`config.mk`:
```
export PLATFORM = sky130hd
export DESIGN_NAME = fetch_engine
export DESIGN_NICKNAME = d
export VERILOG_FILES = /design/src/rtl/fetch_engine.sv
export SDC_FILE = /design/constraint.sdc
export NUM_CORES = 1
export LEC_CHECK = 0
export ABC_AREA = 0
export CORE_MARGIN = 2
export CORE_UTILIZATION = 64
export CTS_CLUSTER_DIAMETER = 150
export DETAILED_ROUTE_END_ITERATION = 10
export DONT_BUFFER_PORTS = 1
export PLACE_DENSITY = 0.8
export SLEW_MARGIN = 20
export SYNTH_ARGS = -nofsm -noshare
export SYNTH_HDL_FRONTEND = slang
export SYNTH_SLANG_ARGS = --single-unit
```
`constraint.sdc`:
```
create_clock -name clk -period 3.2 [get_ports clk]
set_input_delay 0.16 -clock clk [delete_from_list [all_inputs] [get_ports clk]]
set_output_delay 0.16 -clock clk [all_outputs]
set_load 0.005 [all_outputs]
```
`src/rtl/fetch_engine.sv`:
```
`default_nettype none
// ============================================================================
//  Module      : fetch_engine
//  Description : Single-outstanding memory read engine. Accepts a fetch
//                request (start address, word count), issues one 32-bit read
//                at a time, and forwards each returned word to a data FIFO.
//                A separate room counter tracks unreserved FIFO space.
//  Options     : FETCH_ENGINE_ERR_EN - when defined, err is a sticky flag
//                raised on room clamp or on stray read data; otherwise err
//                is tied low.
//  Revision    : 1.0 - initial release
// ============================================================================
module fetch_engine #(
  parameter int FIFO_DEPTH = 8
) (
  input  logic        clk,
  input  logic        rstb,
  input  logic        fetch_data,
  input  logic [31:0] addr_data,
  input  logic [7:0]  length_data,
  output logic        ack_fetch_data,
  input  logic        subtract_room,
  output logic [7:0]  datafifo_room,
  output logic        mem_rd_req,
  output logic [31:0] mem_rd_addr,
  input  logic        mem_rd_gnt,
  input  logic        mem_rd_valid,
  input  logic [31:0] mem_rd_data,
  output logic        dfifo_wr,
  output logic [31:0] dfifo_wdata,
  input  logic        dfifo_pop,
  output logic        busy,
  output logic        err
);

  typedef enum logic [1:0] {
    S_IDLE      = 2'd0,
    S_ACK       = 2'd1,
    S_ISSUE     = 2'd2,
    S_WAIT_DATA = 2'd3
  } state_t;

  // Room arithmetic is carried one bit wider than a 9-bit signed value so
  // that a full counter at the maximum depth plus a pop cannot wrap negative.
  localparam logic signed [9:0] c_room_max   = 10'(FIFO_DEPTH);
  localparam logic [7:0]        c_room_reset = 8'(FIFO_DEPTH);

  state_t            r_state;
  state_t            w_next_state;
  logic [31:0]       r_cur_addr;
  logic [31:0]       w_cur_addr_next;
  logic [7:0]        r_cur_len;
  logic [7:0]        w_cur_len_next;
  logic              r_after_ack;
  logic              w_take_data;
  logic signed [9:0] w_room_sum;
  logic              w_room_under;
  logic              w_room_over;
  logic [7:0]        w_room_next;

  // State register
  always_ff @(posedge clk or negedge rstb) begin
    if (!rstb) begin
      r_state <= S_IDLE;
    end else begin
      r_state <= w_next_state;
    end
  end

  // Next-state and transfer bookkeeping
  always_comb begin
    w_next_state    = r_state;
    w_cur_addr_next = r_cur_addr;
    w_cur_len_next  = r_cur_len;
    w_take_data     = 1'b0;
    case (r_state)
      S_IDLE: begin
        // The IDLE cycle straight after ACK ignores a request still held high.
        if (fetch_data && !r_after_ack) begin
          w_cur_addr_next = addr_data;
          w_cur_len_next  = length_data;
          w_next_state    = S_ACK;
        end
      end
      S_ACK: begin
        w_next_state = (r_cur_len != 8'd0) ? S_ISSUE : S_IDLE;
      end
      S_ISSUE: begin
        if (mem_rd_gnt) begin
          w_next_state = S_WAIT_DATA;
        end
      end
      S_WAIT_DATA: begin
        if (mem_rd_valid) begin
          w_take_data     = 1'b1;
          w_cur_addr_next = r_cur_addr + 32'd4;
          w_cur_len_next  = r_cur_len - 8'd1;
          w_next_state    = (r_cur_len == 8'd1) ? S_IDLE : S_ISSUE;
        end
      end
      default: begin
        w_next_state = S_IDLE;
      end
    endcase
  end

  // Registered outputs and transfer registers, all derived from next state
  always_ff @(posedge clk or negedge rstb) begin
    if (!rstb) begin
      r_cur_addr     <= 32'd0;
      r_cur_len      <= 8'd0;
      r_after_ack    <= 1'b0;
      ack_fetch_data <= 1'b0;
      busy           <= 1'b0;
      mem_rd_req     <= 1'b0;
      mem_rd_addr    <= 32'd0;
      dfifo_wr       <= 1'b0;
      dfifo_wdata    <= 32'd0;
    end else begin
      r_cur_addr     <= w_cur_addr_next;
      r_cur_len      <= w_cur_len_next;
      r_after_ack    <= (r_state == S_ACK);
      ack_fetch_data <= (w_next_state == S_ACK);
      busy           <= (w_next_state != S_IDLE);
      mem_rd_req     <= (w_next_state == S_ISSUE);
      if (w_next_state == S_ISSUE) begin
        mem_rd_addr <= w_cur_addr_next;
      end
      dfifo_wr <= w_take_data;
      if (w_take_data) begin
        dfifo_wdata <= mem_rd_data;
      end
    end
  end

  // Room counter: reserve on subtract_room, release on dfifo_pop, clamp to range
  always_comb begin
    w_room_sum = $signed({2'b00, datafifo_room});
    if (subtract_room) begin
      w_room_sum = w_room_sum - $signed({2'b00, length_data});
    end
    if (dfifo_pop) begin
      w_room_sum = w_room_sum + 10'sd1;
    end
    w_room_under = (w_room_sum < 10'sd0);
    w_room_over  = (w_room_sum > c_room_max);
    w_room_next  = w_room_sum[7:0];
    if (w_room_under) begin
      w_room_next = 8'd0;
    end else if (w_room_over) begin
      w_room_next = c_room_reset;
    end
  end

  // Room register, independent of the fetch state machine
  always_ff @(posedge clk or negedge rstb) begin
    if (!rstb) begin
      datafifo_room <= c_room_reset;
    end else begin
      datafifo_room <= w_room_next;
    end
  end

`ifdef FETCH_ENGINE_ERR_EN
  logic w_stray_valid;
  assign w_stray_valid = mem_rd_valid && (r_state != S_WAIT_DATA);

  // Sticky error: room clamp or read data arriving when none is expected
  always_ff @(posedge clk or negedge rstb) begin
    if (!rstb) begin
      err <= 1'b0;
    end else if (w_room_under || w_room_over || w_stray_valid) begin
      err <= 1'b1;
    end
  end
`else
  assign err = 1'b0;
`endif

endmodule
`default_nettype wire

```
==> flow_summary.toml <==
[status]
status = "finished clean"

[global_route]
grt.overflow.total = 0
grt_max_degree = 120
grt_pass1_vias = 5671
antenna_found_initial = 0
grt_use_total_pct = 34.2
grt_pass1_wl_um = 28900

[timing]
final.setup_skew_ps = 8.43
finalSetupTns_ps = 0
timing.slew.headroom_pct = 27.8
fmax_ghz = 0.337
drv_slew = 0
timing.final.crit_share_pct = 92.8
finalHoldViolCount = 0
grt_setup_unrepaired = "no"
finalSetupViolCount = 0
finalCriticalPeriod_ps = 2970
worstMarginPinSlew_ps = 1080

[yosys]
synth.cell_area_mm2 = 0.00636
synth_top_area_share_pct = 46.4
avgSynthCellArea_um2 = 10.4
ys_top_cells_by_area = "dfrtp_1, mux2_2, nand2_1, ha_1, a21oi_1"
synth_top_area_cell = "dfrtp_1"
yosysMostFrequentCell = "dfrtp_1"
yosysWarnings = 0
ys_ff_latch = 119
async_flop_share_pct = 100
dominantRegCellSynth = "dfrtp_1"
synthDistinctLibCells = 86
synth_edf_count = 0
synth_cells = 613
synth_commonest_cells = "dfrtp_1, mux2_2, nand2_1, a21oi_1, o21ai_0"
seq_area_frac_synth_pct = 46.8

[pwr]
power_mw = 7.20
leakage_nw = 3.42
vdd_drop_max_uv = 548
p_per_area_mw_per_mm2 = 915

[clocking]
cts_resized = 0
ctsHoldBuffers = 77
clockBufferDepth = 2
numCtsBuffers = 17
clock_latency_ps = 540
cts_tree = "done"
clkSlewWorstSetupHoldPaths_ps = 60
cts_setup_buffers = 0
cts_htree_levels = 4
clock-root-buffer = "clkbuf_8"
cts_sinks = 119

[placed_design]
hpwl_um = 10900
placed_cell_area_mm2 = 0.00648
port_buffers = 0
gp_congestion = 0.891

[final_layout]
nFillCells = 578
area_delta_synth_final_pct = 23.7
multiInputGateArea_mm2 = 0.00313
regArea_mm2 = 0.00298
fin_area_mm2 = 0.00788
final_nets = 794
diodes = 0
drive_above_1_share_pct = 17.9

[hold_path]
hold_path_startpoint = "mem_rd_valid"
hp-class = "in -> reg"

[routing]
route.detailed.drc = 0
vias = 5468
vias_per_cell = 6.49
drt_iter0_drc = 482
antenna_left = 0
drt_first_pass_iters = 5
routedWlPerCell_um = 21.0
routed_wl_um = 17700

[floorplan]
io_pins = 156
core_area_mm2 = 0.00973
dieArea_mm2 = 0.0108
initial_core_util_pct = 65.4
die_w_um = 104
num_rows = 36
die-height_um = 104

[setup_path]
startpoint_type = "flop"
slowest_delay_ps = 490
worst-setup-path-type = "reg -> reg"
cp_max_fo = 4
regToRegEndpoint = "datafifo_room[3]"
r2r_setup_slack_ps = 230
crit_path_cell_trace = "inv_1 -> ha_1 -> inv_1 -> fa_1 -> mux2_2 -> ha_1 -> nand2_1 -> or2_1 -> or4_1 -> a21boi_2 -> o21bai_1 -> o21a_1"
timing.rr.start = "datafifo_room[0]"
cp.arrival_ps = 3440
cpMaxStageDelayCell = "fa_1"
endpoint = "datafifo_room[3]"
cp-end-kind = "flop"
r2r_cells = 12
crit_required_ps = 3670
crit_start = "datafifo_room[0]"

[job]
cap_viol_max_count = 0
==> registers in the layout, indices dropped and copies added, names as in the netlist <==
name,cells
r_cur_addr,32
mem_rd_addr,32
r_state,2
datafifo_room,8
busy,1
mem_rd_req,1
r_after_ack,1
dfifo_wdata,32
r_cur_len,8
dfifo_wr,1
ack_fetch_data,1
==> layout make-up <==
| type | instances | share of cell area [%] |
|---|---|---|
| flip-flops and latches | 119 | 37.8 |
| repair buffers | 87 | 11.0 |
| multi-input cells | 437 | 39.8 |
| clock inverters | 14 | 2.21 |
| inverters | 35 | 1.67 |
| well taps | 133 | 2.11 |
| clock buffers | 18 | 5.43 |
==> worst min-delay path by stage <==
stage                 endpoint  slack [ps]  depth (start not counted)
6_report         r_cur_addr[4]          40                          4
5_1_grt             r_state[1]          70                          3
4_1_cts          r_cur_addr[4]          20                          4
3_5_place_dp   mem_rd_addr[15]        -130                          0
3_3_place_gp   mem_rd_addr[12]        -130                          0
2_1_floorplan   ack_fetch_data        -140                          0
==> report_power, final <==
part           switching, mW  leakage [nW]  internal (mW)
Sequential             0.544          1.52           2.08
Clock                  0.720         0.284           1.21
Combinational           1.53          1.61           1.12
Total                   2.80          3.42           4.40
==> critical path, delay by kind of cell, from the launching register on <==
kind	cells	cell delay (ps)
mux	1	180
fa+ha+maj	3	830
flops	1	400
compound gates	3	500
buf+inv	2	160
simple gates	3	830
==> per-stage QoR <==
step           utilization, %  setup slack, ps  cells  hold slack, ps
6_report                 80.9              232    843            38.0
5_1_grt                  80.9             6.69    843            67.7
4_1_cts                  80.9              229    843            23.5
3_5_place_dp             66.7              242    734            -133
3_3_place_gp             66.7              341    734            -133
2_1_floorplan               -              456    617            -136
==> per-layer routing <==
| metal | global-route usage, % | up-vias | routed length, um |
|---|---|---|---|
| met1 | 37.8 | 2669 | 6310 |
| met3 | 10.8 | 66 | 1560 |
| li1 | - | 2419 | - |
| met4 | 16.2 | 0 | 657 |
| met2 | 59.8 | 314 | 9210 |
| met5 | 0 | - | 0 |
==> cell usage in the layout (no fill, tap or decap), drive strengths merged, types with 7 or more instances in the layout <==
cell type    count
dfrtp          118
dlygate4sd3     76
mux2            66
nand2           61
o21ai           36
a21oi           35
inv             35
nor2            30
clkbuf          18
ha              17
nand3           16
nor3            15
nand4           13
a22oi           12
buf             11
o221ai           7
clkinv           7
==> cell families after synthesis <==
kind of cell / after synthesis / synth area share [%]
AND/OR/NAND/NOR: 173 / 13.9
AO/OA/AOI/OAI: 157 / 17.1
flip-flops: 119 / 46.8
multiplexers: 72 / 12.6
buffers and inverters: 61 / 4.21
adder cells (fa/ha/maj): 18 / 3.66
XOR/XNOR: 12 / 1.65
other: 1 / 0.0589
(Power assumes the default switching activity.)
